File: src/rtl/mips_alu.sv
// Registered 32-bit MIPS integer ALU: AND/OR/ADD/SUB/SLT/NOR with Zero and
// signed Overflow flags, all outputs registered with one cycle of latency.
module mips_alu (
    input  logic        clk,
    input  logic        reset,
    input  logic [3:0]  ALUctl,
    input  logic [31:0] A,
    input  logic [31:0] B,
    output logic [31:0] ALUOut,
    output logic        Zero,
    output logic        Overflow
);

    localparam logic [3:0] CTL_AND = 4'd0;
    localparam logic [3:0] CTL_OR  = 4'd1;
    localparam logic [3:0] CTL_ADD = 4'd2;
    localparam logic [3:0] CTL_SUB = 4'd6;
    localparam logic [3:0] CTL_SLT = 4'd7;
    localparam logic [3:0] CTL_NOR = 4'd12;

    // No handshake: a new operation is accepted on every rising edge.
    logic [31:0] sum;
    logic [31:0] diff;
    logic [31:0] result;
    logic        ovf;

    assign sum  = A + B;
    assign diff = A - B;

    always_comb begin
        result = 32'd0;
        ovf    = 1'b0;
        case (ALUctl)
            CTL_AND: result = A & B;
            CTL_OR:  result = A | B;
            CTL_ADD: begin
                result = sum;
                ovf    = (A[31] == B[31]) && (sum[31] != A[31]);
            end
            CTL_SUB: begin
                result = diff;
                ovf    = (A[31] != B[31]) && (diff[31] != A[31]);
            end
            // Signed compare, not the sign of A-B, so overflow cannot flip it.
            CTL_SLT: result = ($signed(A) < $signed(B)) ? 32'd1 : 32'd0;
            CTL_NOR: result = ~(A | B);
            default: begin
                result = 32'd0;
                ovf    = 1'b0;
            end
        endcase
    end

    always_ff @(posedge clk) begin
        if (reset) begin
            ALUOut   <= 32'd0;
            Zero     <= 1'b1;
            Overflow <= 1'b0;
        end else begin
            ALUOut   <= result;
            Zero     <= (result == 32'd0);
            Overflow <= ovf;
        end
    end

endmodule

File: config.mk
export PLATFORM = sky130hd
export DESIGN_NAME = mips_alu
export DESIGN_NICKNAME = d
export VERILOG_FILES = /design/src/rtl/mips_alu.sv
export SDC_FILE = /design/constraint.sdc
export NUM_CORES = 1
export LEC_CHECK = 0
export ABC_AREA = 1
export ABC_CLOCK_PERIOD_IN_PS = 2870
export CORE_UTILIZATION = 45
export CTS_CLUSTER_SIZE = 10
export DETAILED_ROUTE_END_ITERATION = 8
export GPL_TIMING_DRIVEN = 0
export PLACE_DENSITY_LB_ADDON = 0.15
export SLEW_MARGIN = 0
export SYNTH_ARGS = -nofsm -noshare
export SYNTH_HDL_FRONTEND = slang
export SYNTH_SLANG_ARGS = --single-unit
File: constraint.sdc
create_clock -name clk -period 2.87 [get_ports clk]
set_input_delay 0.574 -clock clk [delete_from_list [all_inputs] [get_ports clk]]
set_output_delay 0.574 -clock clk [all_outputs]
set_load 0.005 [all_outputs]
==> results of run 1 <==
==> cells by family (layout without fill, tap and decap cells) <==
group / after synthesis / in the layout
AND/OR/NAND/NOR: 873 / 873
AO/OA/AOI/OAI: 120 / 120
buffers and inverters: 335 / 511
adder cells (fa/ha/maj): 104 / 104
XOR/XNOR: 1 / 1
flip-flops: 34 / 34
==> power breakdown <==
group / switching, mW / internal (mW)
sequential: 0.00492 / 0.496
combinational: 1.22 / 0.778
clock: 0.220 / 0.345
==> flip-flops by register name (all words and copies together), names as in the netlist <==
register / cells
ALUOut: 32
Overflow: 1
Zero: 1
==> routing by layer <==
layer | routed length (um) | GRT usage
met2 | 14000 | 0.553
met5 | 0 | 0
met4 | 1170 | 0.144
met1 | 13600 | 0.478
met3 | 3120 | 0.0369
==> repair_timing <==
item,in CTS,in global routing
setup buffers,29,32
gates resized for setup,243,340
setup endpoints to repair,12,8
cloned,1,7
pin swaps,52,91
==> path summary, 6_finish.rpt <==
| path | start | endpoint | slack, ns |
|---|---|---|---|
| worst max-delay path | ALUctl[2] | ALUOut[16] | 0.06 |
| worst min-delay path | reset | ALUOut[2] | 0.69 |
==> critical path: stages <==
cell	delay, ns
clkdlybuf4s50_1	0.60
nand2_1	0.13
nor2_1	0.34
buf_2	0.48
a221oi_4	0.15
nand2_1	0.14
nor2_2	0.06
buf_4	0.13
buf_4	0.12
buf_4	0.12
buf_4	0.12
nor2_1	0.06
==> final cells by class <==
type | count | area, um2 | share of cell area
sequential | 34 | 681 | 0.0599
clock buffer | 7 | 143 | 0.0126
buffer | 36 | 358 | 0.0315
tap | 220 | 275 | 0.0242
multi-input combinational | 1098 | 7200 | 0.634
clock inverter | 1 | 5.00 | 0.000441
inverter | 296 | 1140 | 0.100
timing repair buffer | 171 | 1560 | 0.137
==> through the flow <==
stage | hold slack (ns) | setup TNS [ns] | area (um2) | worst slack (ns)
5_1_grt | 0.734 | -0.0435 | 11400 | -0.0331
3_3_place_gp | 0.975 | -7.38 | 8910 | -0.927
3_5_place_dp | 0.981 | -7.68 | 8910 | -0.921
4_1_cts | 0.687 | 0 | 9970 | 0.00178
2_1_floorplan | 0.767 | 0 | 7620 | 0.414
6_report | 0.690 | 0 | 11400 | 0.0635
==> cell usage in the layout, fill, tap and decap left out, types with 24 or more instances in the layout <==
cell type and count:
nor2_2 47, ha_1 78, inv_2 45, dlymetal6s2s_1 27, a21oi_1 27, nor2_4 43
nand3_1 106, buf_4 63, dfxtp_1 34, nor2_1 133, nand2_2 88, ha_4 24
nand2_1 375, clkdlybuf4s50_1 51, inv_1 243
==> flow_summary.json, run 1 <==
{
  "outcome": "finished clean",
  "netlist.top_cell.by_area": "nand2_1",
  "die_wd_um": 132,
  "synth_fa_ha_area_frac": 0.173,
  "pre_repair_dr_iteration_count": 5,
  "num_rows": 47,
  "die_y_um": 132,
  "synth_simple_gate_area_share": 0.468,
  "ys.warnings.count": 0,
  "floorplan.initialDensity": 0.459,
  "hold_viol_final": 0,
  "top_count_cell_post_synth": "nand2_1",
  "cts_hold_buffers": 0,
  "diode_count": 0,
  "globalRouteTotalUtil": 0.348,
  "synth_fp_nets": 1641,
  "portBuffers": 102,
  "clock_tree.buffer_depth": 2,
  "synth-seq-area-share": 0.0894,
  "num-fill-cells": 1545,
  "cp_max_fo": 10,
  "post-dp-hpwl_um": 24900,
  "standby_leakage_power_nw": 6.19,
  "finish.cell_count_without_fillers": 1863,
  "power.density_cell_area_nw_per_um2": 270,
  "num_vias": 10100,
  "maxCapViolations": 0,
  "antenna_found_initial": 0,
  "netlist_top_cells_area": "nand2_1 24%, ha_1 17%, inv_1 14%",
  "yosys_register_bits": 34,
  "ir_drop_v": 0.000206,
  "routed_via_density": 5.42,
  "detail-route-antenna-nets": 0,
  "fmaxAchievable_mhz": 356,
  "synthFlopType": "dfxtp_1",
  "finish.utilization": 0.685,
  "post_syn_area_um2": 7620,
  "slew_viol_final": 0,
  "critPathArrivalTime_ns": 3.02,
  "yosysTopAreaCellShare": 0.235,
  "setup_viol": 0,
  "synth_mux_area_frac": 0,
  "detailedRoute.firstIterationViolations": 1208,
  "numClockSinks": 34,
  "routed_wirelength_um": 31900,
  "numCtsBuffers": 5,
  "synth-edff-count": 0,
  "critPathLaunchType": "input pin",
  "synthXorXnorAreaFrac": 0.00115,
  "ys_async_sr_fraction": 0,
  "grt_pass1_wl_um": 46700,
  "gr-total-overflow": 0,
  "drt-wirelength-per-cell_um": 17.1,
  "max_slew.worst_pin.slew_ns": 0.893,
  "design_power_total_mw": 3.06,
  "critPathRequiredTime_ns": 3.08,
  "grt_start_max_net_pins": 11,
  "hold_path_depth": 2,
  "min_path_type": "in2reg",
  "worst-setup-path-type": "in2reg",
  "synth.distinct_cells": 32,
  "area_growth_syn_to_layout_pct": 49.1,
  "finalWeightedCongestion": 0.987,
  "num_io_pins": 104,
  "cts_htree_levels": 2,
  "finalCritPeriodShare": 0.978,
  "cell_at_the_root_of_the_clock_tree": "clkbuf_16",
  "synth.avg_cell_area_um2": 5.19,
  "dp_cells": 1789,
  "synthCells": 1467,
  "worstSetupEndpointType": "flop",
  "grt_pass1_vias": 8903,
  "net_count_reported_at_finish": 1816,
  "synth_compound_gate_area_share": 0.0981,
  "final_layout_size_suffix_gt1_frac": 0.279,
  "post-route-drc-count": 0,
  "placeable_core_area_um2": 16600,
  "synth_top_cells_by_count": "477 x nand2_1, 292 x inv_1, 213 x nor2_1",
  "die_area_um2": 17500,
  "main_combinational_cell_family_by_area_after_synthesis": "simple AND/OR/NAND/NOR gates",
  "final_period_minus_worst_setup_slack_ns": 2.81,
  "clkTransAtPathRegs_ns": 0.07,
  "max_slew_margin": 0.404,
  "tritoncts": "built"
}
No activity file was read; power rests on OpenSTA's default activity.
==> run 2, diff against run 1 <==
Settings changed: PLACE_DENSITY set to 0.8, PLACE_DENSITY_LB_ADDON 0.15 to unset, REMOVE_ABC_BUFFERS set to 1.
==> flow_summary.json, run 2 (synthesis results as in run 1) <==
{
  "die_wd_um": 132,
  "maxCapViolations": 0,
  "slowest_delay_ns": 0.51,
  "num-fill-cells": 1520,
  "slew_viol_final": 0,
  "hold-worst-slack_ns": 0.734,
  "standby_leakage_power_nw": 6.05,
  "cp_common_cell": "nor2_2",
  "gr-total-overflow": 0,
  "num_io_pins": 104,
  "cp.depth": 14,
  "grt_pass1_wl_um": 45000,
  "critPathRequiredTime_ns": 3.10,
  "power.density_cell_area_nw_per_um2": 270,
  "drt-wirelength-per-cell_um": 17.4,
  "area_growth_syn_to_layout_pct": 43.7,
  "cts_htree_levels": 2,
  "cell_at_the_root_of_the_clock_tree": "clkbuf_16",
  "hold_path_depth": 4,
  "timing.critical_path.max_delay_family": "simple AND/OR/NAND/NOR gates",
  "grt_start_max_net_pins": 33,
  "critPathLaunchType": "input pin",
  "max_slew.worst_pin.slew_ns": 1.31,
  "num_vias": 9915,
  "ir_drop_v": 0.000228,
  "floorplan.initialDensity": 0.459,
  "clkTransAtPathRegs_ns": 0.06,
  "die_area_um2": 17500,
  "outcome": "finished with violations",
  "fmaxAchievable_mhz": 345,
  "max_slew_margin": 0.123,
  "post-dp-hpwl_um": 22900,
  "max_flop_register": "ALUOut",
  "critical-path-slowest-cell": "clkdlybuf4s50_1",
  "num_rows": 47,
  "cp_cell_sequence": "clkdlybuf4s50_1, nor2_2, nand2_4, clkinvlp_4, buf_4, a221oi_1, nand2_1, nor2_2, nand3_1, nor2_2, nand3_2, nor2_2, nand2_1, nand2_1",
  "die_y_um": 132,
  "largest_reg_flops": 32,
  "globalRouteTotalUtil": 0.334,
  "clock_tree.buffer_depth": 2,
  "path_buf_inv": 3,
  "setup_viol": 1,
  "numCtsBuffers": 5,
  "worstSetupEndpointType": "flop",
  "worst-setup-path-type": "in2reg",
  "numClockSinks": 34,
  "grt_pass1_vias": 8609,
  "detailedRoute.firstIterationViolations": 937,
  "reg.largest.list": "ALUOut (32), Overflow (1), Zero (1)",
  "pre_repair_dr_iteration_count": 6,
  "placed_cell_area_um2": 8750,
  "failing_checks": "negative setup slack",
  "detail-route-antenna-nets": 0,
  "cp_max_fo": 15,
  "pre_cts_ws_ns": -1.05,
  "finalWorstSetupSlack_ns": -0.0319,
  "diode_count": 0,
  "tritoncts": "built",
  "min-delay-start": "A[31]",
  "finalWeightedCongestion": 0.989,
  "placeable_core_area_um2": 16600,
  "layout_common_cells": "400 x nand2_1, 243 x inv_1, 140 x nor2_1",
  "final_layout_size_suffix_gt1_frac": 0.246,
  "final_period_minus_worst_setup_slack_ns": 2.90,
  "net_count_reported_at_finish": 1789,
  "routed_via_density": 5.40,
  "finalCritPeriodShare": 1.01,
  "finish.instance_area_um2": 10900,
  "min_path_type": "in2reg",
  "critPathArrivalTime_ns": 3.13,
  "post-route-drc-count": 0,
  "tns_ns": -0.0319,
  "routed_wirelength_um": 32000,
  "whs_endpoint": "Overflow",
  "layout.cells.most_common": "nand2_1",
  "hold_viol_final": 0,
  "portBuffers": 103,
  "antenna_found_initial": 0
}
run 2: cell types whose count changed in the layout (fill, tap and decap cells not counted), sizes merged:
cell	previous run	this run
clkinvlp	3	8
dlygate4sd2	11	5
dlymetal6s2s	27	40
clkbuf	22	11
buf	96	71
nor2	223	224
inv	293	292
nand3	130	131
clkdlybuf4s15	7	0
clkdlybuf4s50	51	54
run 2: through the flow:
step / instances / total power [mW] / utilization
final: 1836 / 2.96 / 0.660
after global routing: 1836 / 3.13 / 0.660
after CTS: 1790 / 2.62 / 0.589
after detailed placement: 1751 / 1.86 / 0.527
after global placement: 1751 / 1.85 / 0.527
after floorplan: 1428 / 1.38 / -
run 2: final cells by class:
cell class	instances	area [um2]	area share
inverters	296	1140	0.104
flip-flops and latches	34	681	0.0622
repair buffers	175	1700	0.155
repair inverters	3	22.5	0.00206
clock inverters	2	12.5	0.00114
clock buffers	6	139	0.0127
well taps	220	275	0.0252
multi-input cells	1100	6980	0.637
run 2: tightest hold or removal path, cell delays in order:
cell	delay [ns]
dlymetal6s2s_1	0.18
a211oi_1	0.10
o21ai_0	0.06
a21oi_1	0.06
run 2: what timing repair did:
action                                  4_1_cts  5_1_grt
resized for setup                           160      290
hold buffers                                  0        0
pin swaps                                    27       99
setup buffers                                28       44
cloned                                        3        2
endpoints found under the setup margin       25        4
run 2: where the power goes:
part | internal [mW] | switching [mW] | total [mW]
logic | 0.714 | 1.16 | 1.87
registers | 0.496 | 0.00572 | 0.501
clock network | 0.344 | 0.236 | 0.581
run 2: worst max-delay path by stage:
stage / from / slack, ns / endpoint
6_report: ALUctl[3] / -0.03 / Zero
5_1_grt: B[19] / -0.09 / Zero
4_1_cts: A[22] / 0.002 / Zero
3_3_place_gp: ALUctl[2] / -1.78 / Zero
3_5_place_dp: B[0] / -1.05 / Zero
2_1_floorplan: ALUctl[1] / 0.33 / Zero
run 2: metal layers:
layer / vias to the layer above / GRT usage / part of all wire
met5: - / 0 / 0
met4: 0 / 0.109 / 0.036
met3: 78 / 0.0523 / 0.11
met2: 538 / 0.537 / 0.44
met1: 4479 / 0.453 / 0.42
li1: 4820 / - / -
